===== src/rtl/ex_mc_pkg.sv =====
// ex_mc_pkg: shared op codes, result-class codes and FSM state type for the
// multi-cycle execute stage (ex_mc) and its iterative mul/div unit.
//
// Contents:
//   EXE_*_OP   8-bit aluop codes (logic, shift, add/sub/compare, MULT, DIVU)
//   EXE_RES_*  3-bit alusel result classes (LOGIC, SHIFT, ARITH, MULDIV)
//   state_t    ex_mc control FSM state
package ex_mc_pkg;

  // aluop codes
  localparam logic [7:0] EXE_AND_OP  = 8'b0010_0100;
  localparam logic [7:0] EXE_OR_OP   = 8'b0010_0101;
  localparam logic [7:0] EXE_XOR_OP  = 8'b0010_0110;
  localparam logic [7:0] EXE_NOR_OP  = 8'b0010_0111;
  localparam logic [7:0] EXE_SLL_OP  = 8'b0111_1100;
  localparam logic [7:0] EXE_SRL_OP  = 8'b0000_0010;
  localparam logic [7:0] EXE_SRA_OP  = 8'b0000_0011;
  localparam logic [7:0] EXE_ADD_OP  = 8'b0010_0000;
  localparam logic [7:0] EXE_SUB_OP  = 8'b0010_0010;
  localparam logic [7:0] EXE_SLT_OP  = 8'b0010_1010;
  localparam logic [7:0] EXE_SLTU_OP = 8'b0010_1011;
  localparam logic [7:0] EXE_MULT_OP = 8'b0001_1000;
  localparam logic [7:0] EXE_DIVU_OP = 8'b0001_1011;

  // alusel result classes
  localparam logic [2:0] EXE_RES_NOP    = 3'b000;
  localparam logic [2:0] EXE_RES_LOGIC  = 3'b001;
  localparam logic [2:0] EXE_RES_SHIFT  = 3'b010;
  localparam logic [2:0] EXE_RES_ARITH  = 3'b100;
  localparam logic [2:0] EXE_RES_MULDIV = 3'b101;

  typedef enum logic [0:0] {
    IDLE = 1'b0,
    ITER = 1'b1
  } state_t;

endpackage


===== src/rtl/ex_mc_if.sv =====
// ex_mc_if: ID/EX input handshake plus EX/MEM output handshake of ex_mc.
//
// Signals:
//   in_valid/in_ready            op handshake from ID
//   aluop_i, alusel_i            decoded op and result class
//   reg1_i, reg2_i               operands (reg1_i also carries shift amount)
//   wd_i, wreg_i                 destination register and write enable
//   out_valid/out_ready          result handshake toward EX/MEM
//   wdata_o, wd_o, wreg_o        registered result and writeback control
//   busy_o                       iterative op in progress
// Modports: slave = the execute stage, master = the surrounding pipeline.
interface ex_mc_if #(
  parameter int DATA_W     = 32,
  parameter int REG_ADDR_W = 5
);
  logic                  in_valid;
  logic                  in_ready;
  logic [7:0]            aluop_i;
  logic [2:0]            alusel_i;
  logic [DATA_W-1:0]     reg1_i;
  logic [DATA_W-1:0]     reg2_i;
  logic [REG_ADDR_W-1:0] wd_i;
  logic                  wreg_i;
  logic                  out_valid;
  logic                  out_ready;
  logic [DATA_W-1:0]     wdata_o;
  logic [REG_ADDR_W-1:0] wd_o;
  logic                  wreg_o;
  logic                  busy_o;

  modport slave (
    input  in_valid, aluop_i, alusel_i, reg1_i, reg2_i, wd_i, wreg_i, out_ready,
    output in_ready, out_valid, wdata_o, wd_o, wreg_o, busy_o
  );

  modport master (
    output in_valid, aluop_i, alusel_i, reg1_i, reg2_i, wd_i, wreg_i, out_ready,
    input  in_ready, out_valid, wdata_o, wd_o, wreg_o, busy_o
  );
endinterface


===== src/rtl/ex_muldiv_iter.sv =====
// ex_muldiv_iter: iterative 1-bit-per-cycle unit for ex_mc.
//   - shift-add multiplier, result = low DATA_W bits of op_a * op_b
//   - restoring unsigned divider (only when EX_DIV_EN is defined),
//     result = op_a / op_b, all-ones on divide by zero
// Configuration macro: EX_DIV_EN (adds the div port and divider datapath).
//
// Ports:
//   clk, rst   clock, asynchronous active-low reset
//   kill       synchronous abort of the running op
//   start      load operands and begin DATA_W iterations
//   div        (EX_DIV_EN only) 1 = divide, 0 = multiply
//   op_a/op_b  multiplicand/multiplier, or dividend/divisor
//   done       one-cycle pulse once all DATA_W steps have been taken
//   result     product or quotient, valid while done is high
module ex_muldiv_iter #(
  parameter int DATA_W = 32
) (
  input  logic              clk,
  input  logic              rst,
  input  logic              kill,
  input  logic              start,
`ifdef EX_DIV_EN
  input  logic              div,
`endif
  input  logic [DATA_W-1:0] op_a,
  input  logic [DATA_W-1:0] op_b,
  output logic              done,
  output logic [DATA_W-1:0] result
);

  localparam int CNT_W = $clog2(DATA_W + 1);

  logic              running;
  logic [CNT_W-1:0]  cnt;
  // acc: product accumulator / partial remainder
  // x:   multiplier shifted right / dividend shifted out as quotient shifts in
  // y:   multiplicand shifted left / constant divisor
  logic [DATA_W-1:0] acc;
  logic [DATA_W-1:0] x;
  logic [DATA_W-1:0] y;

  assign done = running && (cnt == CNT_W'(DATA_W));

`ifdef EX_DIV_EN
  logic          div_q;
  logic [DATA_W:0] shifted;
  logic [DATA_W:0] diff;

  // Restoring step: bring in the next dividend bit and try subtracting the
  // divisor. A zero divisor never borrows, so every quotient bit becomes 1.
  always_comb begin
    shifted = {acc, x[DATA_W-1]};
    diff    = shifted - {1'b0, y};
  end

  assign result = div_q ? x : acc;
`else
  assign result = acc;
`endif

  // NOTE: every register here, operands included, is reset so an op abandoned
  // by reset leaves no stale state behind; the cost is a handful of flops.
  always_ff @(posedge clk or negedge rst) begin
    if (!rst) begin
      running <= 1'b0;
      cnt     <= '0;
      acc     <= '0;
      x       <= '0;
      y       <= '0;
`ifdef EX_DIV_EN
      div_q   <= 1'b0;
`endif
    end else if (kill) begin
      running <= 1'b0;
      cnt     <= '0;
    end else if (start) begin
      running <= 1'b1;
      cnt     <= '0;
      acc     <= '0;
      x       <= op_a;
      y       <= op_b;
`ifdef EX_DIV_EN
      div_q   <= div;
`endif
    end else if (running) begin
      if (done) begin
        running <= 1'b0;
      end else begin
        cnt <= cnt + CNT_W'(1);
`ifdef EX_DIV_EN
        if (div_q) begin
          if (!diff[DATA_W]) begin
            acc <= diff[DATA_W-1:0];
            x   <= {x[DATA_W-2:0], 1'b1};
          end else begin
            acc <= shifted[DATA_W-1:0];
            x   <= {x[DATA_W-2:0], 1'b0};
          end
        end else
`endif
        begin
          acc <= acc + (x[0] ? y : '0);
          y   <= y << 1;
          x   <= x >> 1;
        end
      end
    end
  end

endmodule


===== src/rtl/ex_mc.sv =====
// ex_mc: multi-cycle execute stage.
//   Single-cycle logic/shift/add-sub-compare ops, iterative MULT (and DIVU
//   when EX_DIV_EN is defined) through ex_muldiv_iter. The result and its
//   writeback address/enable sit in an output register with a valid/ready
//   handshake; ID is back-pressured through in_ready.
// Configuration macro: EX_DIV_EN (enables DIVU; otherwise DIVU is an unknown
//   op that returns 0 in a single cycle).
//
// Ports:
//   clk     clock, rising edge
//   rst     asynchronous active-low reset
//   flush   synchronous kill of the in-flight op and the output register
//   bus     ex_mc_if.slave: input op handshake and output result handshake
module ex_mc
  import ex_mc_pkg::*;
#(
  parameter int DATA_W     = 32,
  parameter int REG_ADDR_W = 5,
  parameter int SHAMT_W    = $clog2(DATA_W)
) (
  input  logic    clk,
  input  logic    rst,
  input  logic    flush,
  ex_mc_if.slave  bus
);

  state_t                state;
  logic                  accept;
  logic                  is_iter;
  logic [DATA_W-1:0]     alu_res;
  logic [SHAMT_W-1:0]    shamt;
  logic                  it_start;
  logic                  it_done;
  logic [DATA_W-1:0]     it_result;
  logic [REG_ADDR_W-1:0] pend_wd;
  logic                  pend_wreg;

  assign shamt = bus.reg1_i[SHAMT_W-1:0];

  // A new op may enter only when idle and the output register is free or is
  // being drained this very cycle.
  assign bus.in_ready = (state == IDLE) && (!bus.out_valid || bus.out_ready) && !flush;
  assign accept       = bus.in_valid && bus.in_ready;
  assign it_start     = accept && is_iter;

  // NOTE: every signal written in an always_comb gets a default first, so no
  // path can leave it unassigned and infer a latch.
  always_comb begin
    is_iter = 1'b0;
    if (bus.alusel_i == EXE_RES_MULDIV) begin
      if (bus.aluop_i == EXE_MULT_OP) is_iter = 1'b1;
`ifdef EX_DIV_EN
      if (bus.aluop_i == EXE_DIVU_OP) is_iter = 1'b1;
`endif
    end
  end

  // Single-cycle datapath; unknown class/op combinations yield 0.
  always_comb begin
    alu_res = '0;
    case (bus.alusel_i)
      EXE_RES_LOGIC: begin
        case (bus.aluop_i)
          EXE_OR_OP:  alu_res = bus.reg1_i | bus.reg2_i;
          EXE_AND_OP: alu_res = bus.reg1_i & bus.reg2_i;
          EXE_NOR_OP: alu_res = ~(bus.reg1_i | bus.reg2_i);
          EXE_XOR_OP: alu_res = bus.reg1_i ^ bus.reg2_i;
          default:    alu_res = '0;
        endcase
      end
      EXE_RES_SHIFT: begin
        case (bus.aluop_i)
          EXE_SLL_OP: alu_res = bus.reg2_i << shamt;
          EXE_SRL_OP: alu_res = bus.reg2_i >> shamt;
          EXE_SRA_OP: alu_res = $unsigned($signed(bus.reg2_i) >>> shamt);
          default:    alu_res = '0;
        endcase
      end
      EXE_RES_ARITH: begin
        case (bus.aluop_i)
          EXE_ADD_OP:  alu_res = bus.reg1_i + bus.reg2_i;
          EXE_SUB_OP:  alu_res = bus.reg1_i - bus.reg2_i;
          EXE_SLT_OP:  alu_res = DATA_W'($signed(bus.reg1_i) < $signed(bus.reg2_i));
          EXE_SLTU_OP: alu_res = DATA_W'(bus.reg1_i < bus.reg2_i);
          default:     alu_res = '0;
        endcase
      end
      default: alu_res = '0;
    endcase
  end

  ex_muldiv_iter #(
    .DATA_W (DATA_W)
  ) u_muldiv (
    .clk    (clk),
    .rst    (rst),
    .kill   (flush),
    .start  (it_start),
`ifdef EX_DIV_EN
    .div    (bus.aluop_i == EXE_DIVU_OP),
`endif
    .op_a   (bus.reg1_i),
    .op_b   (bus.reg2_i),
    .done   (it_done),
    .result (it_result)
  );

  // NOTE: state is updated with non-blocking assignments only, so every
  // register samples pre-edge values regardless of statement order.
  always_ff @(posedge clk or negedge rst) begin
    if (!rst) begin
      state         <= IDLE;
      bus.busy_o    <= 1'b0;
      bus.out_valid <= 1'b0;
      bus.wdata_o   <= '0;
      bus.wd_o      <= '0;
      bus.wreg_o    <= 1'b0;
      pend_wd       <= '0;
      pend_wreg     <= 1'b0;
    end else if (flush) begin
      // flush beats both a concurrent accept and a concurrent drain
      state         <= IDLE;
      bus.busy_o    <= 1'b0;
      bus.out_valid <= 1'b0;
    end else begin
      // Drained result leaves unless a new one is loaded below.
      if (bus.out_valid && bus.out_ready) bus.out_valid <= 1'b0;

      case (state)
        IDLE: begin
          if (accept) begin
            if (is_iter) begin
              state      <= ITER;
              bus.busy_o <= 1'b1;
              pend_wd    <= bus.wd_i;
              pend_wreg  <= bus.wreg_i;
            end else begin
              bus.out_valid <= 1'b1;
              bus.wdata_o   <= alu_res;
              bus.wd_o      <= bus.wd_i;
              bus.wreg_o    <= bus.wreg_i;
            end
          end
        end
        ITER: begin
          // The output register is necessarily empty here: it was free at
          // accept and nothing else loads it while iterating.
          if (it_done) begin
            state         <= IDLE;
            bus.busy_o    <= 1'b0;
            bus.out_valid <= 1'b1;
            bus.wdata_o   <= it_result;
            bus.wd_o      <= pend_wd;
            bus.wreg_o    <= pend_wreg;
          end
        end
        default: state <= IDLE;
      endcase
    end
  end

endmodule


===== src/flat_wrapper.sv =====
// flat-port wrapper written by rule: the top's interface ports become plain ports
module ex_mc_flat import ex_mc_pkg::*;
#(
  parameter int DATA_W     = 32,
  parameter int REG_ADDR_W = 5,
  parameter int SHAMT_W    = $clog2(DATA_W)
)
  (clk, rst, flush, bus_in_valid, bus_aluop_i, bus_alusel_i, bus_reg1_i, bus_reg2_i, bus_wd_i, bus_wreg_i, bus_out_ready, bus_in_ready, bus_out_valid, bus_wdata_o, bus_wd_o, bus_wreg_o, bus_busy_o);
  ex_mc_if #(.DATA_W(DATA_W), .REG_ADDR_W(REG_ADDR_W)) bus_i ();
  input  logic clk;
  input  logic rst;
  input  logic flush;
  input wire logic [$bits(bus_i.in_valid)-1:0] bus_in_valid;
  input wire logic [$bits(bus_i.aluop_i)-1:0] bus_aluop_i;
  input wire logic [$bits(bus_i.alusel_i)-1:0] bus_alusel_i;
  input wire logic [$bits(bus_i.reg1_i)-1:0] bus_reg1_i;
  input wire logic [$bits(bus_i.reg2_i)-1:0] bus_reg2_i;
  input wire logic [$bits(bus_i.wd_i)-1:0] bus_wd_i;
  input wire logic [$bits(bus_i.wreg_i)-1:0] bus_wreg_i;
  input wire logic [$bits(bus_i.out_ready)-1:0] bus_out_ready;
  output wire logic [$bits(bus_i.in_ready)-1:0] bus_in_ready;
  output wire logic [$bits(bus_i.out_valid)-1:0] bus_out_valid;
  output wire logic [$bits(bus_i.wdata_o)-1:0] bus_wdata_o;
  output wire logic [$bits(bus_i.wd_o)-1:0] bus_wd_o;
  output wire logic [$bits(bus_i.wreg_o)-1:0] bus_wreg_o;
  output wire logic [$bits(bus_i.busy_o)-1:0] bus_busy_o;
  assign bus_i.in_valid = bus_in_valid;
  assign bus_i.aluop_i = bus_aluop_i;
  assign bus_i.alusel_i = bus_alusel_i;
  assign bus_i.reg1_i = bus_reg1_i;
  assign bus_i.reg2_i = bus_reg2_i;
  assign bus_i.wd_i = bus_wd_i;
  assign bus_i.wreg_i = bus_wreg_i;
  assign bus_i.out_ready = bus_out_ready;
  assign bus_in_ready = bus_i.in_ready;
  assign bus_out_valid = bus_i.out_valid;
  assign bus_wdata_o = bus_i.wdata_o;
  assign bus_wd_o = bus_i.wd_o;
  assign bus_wreg_o = bus_i.wreg_o;
  assign bus_busy_o = bus_i.busy_o;
  ex_mc #(.DATA_W(DATA_W), .REG_ADDR_W(REG_ADDR_W), .SHAMT_W(SHAMT_W)) u_core (.clk(clk), .rst(rst), .flush(flush), .bus(bus_i));
endmodule

===== config.mk =====
export PLATFORM = sky130hd
export DESIGN_NAME = ex_mc_flat
export DESIGN_NICKNAME = d
export VERILOG_FILES = /design/src/rtl/ex_mc_pkg.sv /design/src/rtl/ex_mc_if.sv /design/src/rtl/ex_muldiv_iter.sv /design/src/rtl/ex_mc.sv /design/src/flat_wrapper.sv
export SDC_FILE = /design/constraint.sdc
export NUM_CORES = 1
export LEC_CHECK = 0
export BUFFER_PORTS_ARGS = -buffer_cell sky130_fd_sc_hd__buf_4
export CORE_ASPECT_RATIO = 0.75
export CORE_MARGIN = 8
export CORE_UTILIZATION = 25
export CTS_CLUSTER_DIAMETER = 30
export DETAILED_ROUTE_END_ITERATION = 8
export GPL_TIMING_DRIVEN = 1
export SYNTH_ARGS = -nofsm -noshare
export SYNTH_HDL_FRONTEND = slang
export SYNTH_HIERARCHICAL = 1
export SYNTH_SLANG_ARGS = --single-unit

===== constraint.sdc =====
create_clock -name clk -period 5.7 [get_ports clk]
set_input_delay 1.14 -clock clk [delete_from_list [all_inputs] [get_ports clk]]
set_output_delay 1.14 -clock clk [all_outputs]
set_load 0.02 [all_outputs]

==> results of run 1 <==
final timing paths:
check                                        endpoint
max                            u_core/bus.wdata_o[31]
min                                 u_core/pend_wd[1]
max reg2reg                u_core/u_muldiv/result[31]
min reg2reg                         u_core/pend_wd[1]
max in group asynchronous  u_core/u_muldiv/result[23]
min in group asynchronous       u_core/u_muldiv/x[10]
logic make-up (layout without fill, tap and decap cells):
group                    after synthesis  count (layout)
AO/OA/AOI/OAI                        748             748
AND/OR/NAND/NOR                      686             686
buffers and inverters                284             302
multiplexers                         218             218
flip-flops                           150             150
adder cells (fa/ha/maj)              135             135
XOR/XNOR                              77              77
other                                  0               1
state kept, by name, indices dropped and copies added, names as in the netlist:
register	flops
u_core/u_muldiv/running	1
u_core/u_muldiv/result	32
u_core/u_muldiv/y	32
u_core/state	1
u_core/pend_wd	5
u_core/bus.out_valid	1
u_core/bus.wd_o	5
u_core/u_muldiv/x	32
u_core/bus.wdata_o	32
u_core/u_muldiv/cnt	6
u_core/bus.wreg_o	1
u_core/bus.busy_o	1
u_core/pend_wreg	1
placed cells by master (no fill, tap or decap), types with 13 or more instances in the layout:
cell type / n
a31oi_1: 37
nand4_1: 19
nand3_1: 31
nand2_1: 255
a21o_1: 25
a211oi_1: 32
and2_1: 42
mux2i_1: 146
nor2b_1: 14
nand2b_1: 20
mux2_2: 22
nor2_1: 183
xor2_1: 21
nor3_1: 26
o31ai_1: 15
o21a_1: 13
o21bai_1: 19
ha_1: 132
and3_1: 19
o21ai_0: 201
xnor2_1: 56
a21oi_1: 203
clkbuf_16: 17
buf_4: 153
mux4_2: 49
a221oi_1: 15
inv_1: 104
dfrtp_1: 149
o211ai_1: 36
routing by layer:
| layer | track usage, % | routed length [um] | share of wire [%] |
|---|---|---|---|
| met1 | 26.9 | 35400 | 46 |
| met2 | 23.9 | 30400 | 40 |
| met3 | 5.89 | 9340 | 12 |
| met4 | 4.26 | 1610 | 2.1 |
| met5 | 0 | 67 | 0.087 |
metrics by stage:
| stage | worst slack, ns | utilization [%] | area, um2 |
|---|---|---|---|
| 2_1_floorplan | 1.31 | - | 18300 |
| 3_3_place_gp | 0.910 | 27.4 | 20000 |
| 3_5_place_dp | 0.869 | 27.4 | 20000 |
| 4_1_cts | 1.35 | 28.2 | 20500 |
| 5_1_grt | 0.904 | 28.2 | 20500 |
| 6_report | 1.22 | 28.2 | 20500 |
power groups by stage:
stage          clock, uW  sequential [uW]  combinational [uW]
2_1_floorplan          0             1200                 793
3_3_place_gp           0             1210                1260
5_1_grt             1260             1200                1390
6_report            1190             1190                1300
4_1_cts             1230             1190                1260
3_5_place_dp           0             1210                1260
area by class of cell:
type	instances	share of cell area [%]
repair buffers	158	6.03
multi-input cells	1864	64.9
inverters	112	2.05
well taps	968	5.89
flip-flops and latches	150	18.3
clock inverters	14	0.737
clock buffers	18	2.09
diodes	1	0.0122
worst min-delay path: cells and delay by family, from the launching register on:
| family | cells | cell delay (ns) |
|---|---|---|
| DFF | 1 | 0.34 |
| and+or+nand+nor | 1 | 0.04 |
| AOI/OAI and AO/OA | 1 | 0.06 |
==> impl_results.md, run 1 <==
* Post-CTS sizing at 0
* Worst path cell trace: buf_4 > inv_1 > ha_1 > a21oi_1 > o211ai_1 > a221o_1 > a31oi_1 > o21ai_0 > o21ba_2 > o41ai_1 > mux2i_1 > o21ai_1
* Top-count cell post-synth: nand2_1
* Clk Latency, worst-skew pair at around 0.47 ns
* Largest family of logic cells by synthesized area: compound AO/OA/AOI/OAI gates
* Final setup viols at 0
* Hold_ws at 0.480 ns
* Die height at 250 um
* Hold Crit Start: u_core/pend_wd[1]
* Startpoint types: primary input
* Total CTS buffers at 17
* FF+latch area at 3750 um2
* Post-Layout Cell Count at ~3,300
* #FFs+latches synth at 150
* Post-route ant nets at 0
* Initial antenna violation count at 6
* Worst Setup SP: bus_reg1_i[4]
* Count of final hold-check violations at 0
* Switching Fraction at around two fifths
* Worst path max stage delay at between 0.5 and 0.6 ns
* Final GP Congestion at approximately 1
* Slew margin rel. at 27.0%
* Top cells by area in the synthesized netlist: dfrtp_1, ha_1, mux2i_1, mux4_2, a21oi_1
* Post-synthesis compound-gate area fraction at between 20% and 30%
* Pint at between 2000 and 2500 uW
* CP max-delay cell: ha_1
* Mapped Area at approximately 18,000 um2
* CP required at 6.10 ns
* CP delay by family, top: compound AO/OA/AOI/OAI gates
* Post-synthesis instance total at around 2,300
* CP endpoint kind: flop
* Final Cycle Share at around 79%
* Sequential power share at about 32%
* Synth warn at 6
* Post-layout minimum cycle time at 4.48 ns
* Maximum vdd drop at 230 uV
* Syn nets at between 2,000 and 3,000
* Drt via density at between 5 and 6
* Area leader, netlist: dfrtp_1
* Pleak at about 0.0084 uW
* R2R Path Start: u_core/u_muldiv/x[0]
* Post-synth top cells: nand2_1, a21oi_1, o21ai_0
* Fmax at 0.223 GHz
* Final #Nets at around 2,500
* Synth unique cells at 111
* Syn_area_per_cell at 7.97 um2
* Slew Limit Fails at 0
* Fin Setup TNS at 0 ns
* Post-synth EDFFs at 0
* Total number of vias at 18,506
* Yosys top cell area share at between 20% and 30%
* Rows at 86
* Register-to-Register Setup Slack at about 1.9 ns
* P_sw at approximately 1400 uW
* Maximum capacitance violations at 0
* WL final at slightly below 80,000 um
* Die X at 328 um
* HPWL after DPL at between 50,000 and 60,000 um
* Layout cells sized above 1 at between 10 and 15%
* Post-Synth Simple-Gate Area at 17.7%
* RSZ-0062 raised after global routing: no
* Global-route wire length before repair at about 110,000 um
* Starting Density at between 20 and 30%
* Synth-to-Final Area Change at 12.2%
* HP Class: reg -> reg
* Root buffer selected by CTS: clkbuf_16
* Status: finished clean
* Pwr/cell area at between 150 and 200 nW/um2
* Vias in the first global route at 16,980
* Largest net degree at the start of global routing at about 160
* Tot GR Track Use at between 10% and 20%
* Clk pwr share at roughly a third
* DP Cell Count at approximately 3,300
* CTS Sinks at 150
* PortBufs at about 130
* Postcts setup bufs at 0
* Htree depth at 4
* CTS tree: built
* Synth Area in Adders at a little under a tenth
* Crit path kind: in -> reg
* DRT iter0 DRCs at ~2,600
* Least-Margin Pin Slew at between 1 and 1.5 ns
* Top_reg_cell synth: dfrtp_1
* Filler cells at 7,904
* Multi-input logic area at 13,300 um2
* CP bufs+invs at 2
* Routed wire length per instance at ~23 um
* Core Region at between 70,000 and 80,000 um2
* # hold bufs at CTS at 0
* Worst Skew at between 0.01 and 0.015 ns
* DRC errors left at 0
* Worst R2R Path Depth at 10
* Comb pwr share at between 30% and 40%
* Post-Synth XOR/XNOR Area at ~3.7%
* Worst Path Max Fanout at 46
* Crit. path cell count at 12
* Die area at 82,200 um2
* Top-level port count at approximately 130
* Max Buffers Root-to-Sink at 2
* Mux cell area share after synthesis at 15.4%
* Async set-reset flop share out of synthesis at 100%
* Overflow after GRT at 0
* First-pass iteration count of the detailed router at 8
* Total power at ~3700 uW
* Sequential area share after synthesis at between 20% and 30%
* Critical Path AT at between 4 and 5 ns
* Hold depth at 2
* Clock Pin Slew Worst Setup and Hold Paths at ~0.080 ns
Power figures use the tool's default switching activity.
==> run 2, diff against run 1 <==
==> constraint.sdc (replaced) <==
create_clock -name clk -period 4.04 [get_ports clk]
set_input_delay 0.808 -clock clk [delete_from_list [all_inputs] [get_ports clk]]
set_output_delay 0.808 -clock clk [all_outputs]
set_load 0.02 [all_outputs]
==> run 2 against run 1 <==
Non-clock buffer count up 88; first-iteration DRC count down 5.1%; clock skew up 0.0038 ns; sequential power up 40%; worst hold slack worse by 0.12 ns; critical path depth up 1; design area up 3.4%; largest power group unchanged.
==> impl_results.md, run 2 (same netlist as run 1, synthesis figures left out) <==
* Die X at 328 um
* Layout cells sized above 1 at 17.2%
* DRC errors left at 0
* Multi-input logic area at 13,400 um2
* Core Region at 73,000 um2
* Total number of vias at about 19,000
* CP required at 4.43 ns
* Crit path kind: in -> reg
* Initial antenna violation count at 3
* Post-route ant nets at 0
* Final setup viols at 0
* Starting Density at 25.1%
* DRT iter0 DRCs at 2,494
* Least-Margin Pin Slew at between 0.8 and 0.9 ns
* CTS tree: built
* Global-route wire length before repair at roughly 120,000 um
* Slew margin rel. at 39.8%
* HP Class: in -> async
* Root buffer selected by CTS: clkbuf_16
* Die area at slightly above 80,000 um2
* Drt via density at approximately 5.5
* Fin area at around 21,000 um2
* Met3 wire len at about 8600 um
* Fmax at between 0.2 and 0.3 GHz
* Area after DPL at 20,600 um2
* Final Cycle Share at ~91%
* Die height at between 200 and 300 um
* Maximum capacitance violations at 0
* Htree depth at 4
* Clk Latency, worst-skew pair at around 0.5 ns
* Vias in the first global route at between 15,000 and 20,000
* Final GP Congestion at approximately 1
* Final #Nets at ~2,600
* Count of final hold-check violations at 0
* Commonest non-fill, non-tap cells in the layout: nand2_1, buf_4, a21oi_1
* Largest net degree at the start of global routing at 161
* Slew Limit Fails at 0
* HPWL after DPL at ~63,000 um
* Worst Path Max Fanout at 9
* Filler cells at slightly below 8,000
* Max Buffers Root-to-Sink at 2
* First-pass iteration count of the detailed router at 6
* Worst Skew at around 0.018 ns
* Fin Setup TNS at 0 ns
* Startpoint types: primary input
* Total power at 5290 uW
* Tot GR Track Use at about a fifth
* Met2 wire length at approximately 32,000 um
* Postcts setup bufs at 0
* Setup WS post-layout at around 0.34 ns
* Pleak at a little under 0.009 uW
* Maximum vdd drop at 361 uV
* Top-level port count at between 100 and 150
* Total CTS buffers at 17
* Final core utilization at 29.1%
* Pwr/cell area at 249 nW/um2
* FF+latch area at around 3800 um2
* WL final at 79,600 um
* Post-layout minimum cycle time at roughly 3.7 ns
* Top Metal Used: met5
* CTS Sinks at 150
* Status: finished clean
* Rows at between 80 and 90
* CP endpoint kind: flop
* PortBufs at 126
* # hold bufs at CTS at 0
* Synth-to-Final Area Change at 16.0%
* Critical Path AT at about 4.1 ns
* Commonest non-fill, non-tap cell in the layout: nand2_1
* Pre-CTS setup slack at 0.00513 ns
* Clock Pin Slew Worst Setup and Hold Paths at about 0.070 ns
* Overflow after GRT at 0
* Metal-1 WL at between 30,000 and 40,000 um
* RSZ-0062 raised after global routing: no
* Routed wire length per instance at roughly 24 um
* Post-CTS sizing at 0
[run 2: final cells by class]
type,count,area share [%]
Multi-Input combinational cell,1864,62.9
Sequential cell,150,17.7
Timing Repair Buffer,246,8.95
Tap cell,968,5.70
Clock buffer,19,2.13
Inverter,112,1.98
Clock inverter,13,0.689
Antenna cell,1,0.0118
[run 2: worst paths after layout]
| kind | startpoint | end | slack [ns] | depth (start not counted) |
|---|---|---|---|---|
| max | bus_reg2_i[2] | u_core/bus.wdata_o[29] | 0.34 | 13 |
| min in group clk | u_core/u_muldiv/x[20] | u_core/u_muldiv/x[20] | 0.48 | 2 |
| max in group asynchronous | rst | u_core/u_muldiv/y[25] | 2.68 | 2 |
| max reg2reg | u_core/u_muldiv/x[0] | u_core/u_muldiv/result[31] | 0.78 | 9 |
| min | rst | u_core/u_muldiv/x[11] | 0.36 | 1 |
| min reg2reg | u_core/u_muldiv/x[20] | u_core/u_muldiv/x[20] | 0.48 | 2 |
[run 2: report_power, final]
part,internal [uW],switching (uW)
sequential,1570,101
clock,947,753
combinational,736,1190
total,3250,2040
[run 2: worst max-delay path, stage by stage]
cell and delay, ns:
buf_4 0.16, inv_1 0.09, ha_1 0.36, buf_4 0.16, nand3_1 0.07, o211ai_1 0.25
a221o_1 0.29, a21boi_0 0.26, o41ai_1 0.80, a41oi_1 0.24, mux2i_1 0.19, nand2_1 0.10
a221oi_2 0.26
[run 2: routing by layer]
layer	vias up	global-route usage (%)
met5	-	0
met4	4	5.14
met3	114	5.78
met2	928	26.1
met1	8964	27.6
li1	8598	-
[run 2: metrics by stage]
step	hold slack (ns)	instances
CTS	0.371	3372
floorplan	0.449	2298
global route	0.409	3372
finish	0.358	3373
detailed placement	0.470	3340
global placement	0.460	3340
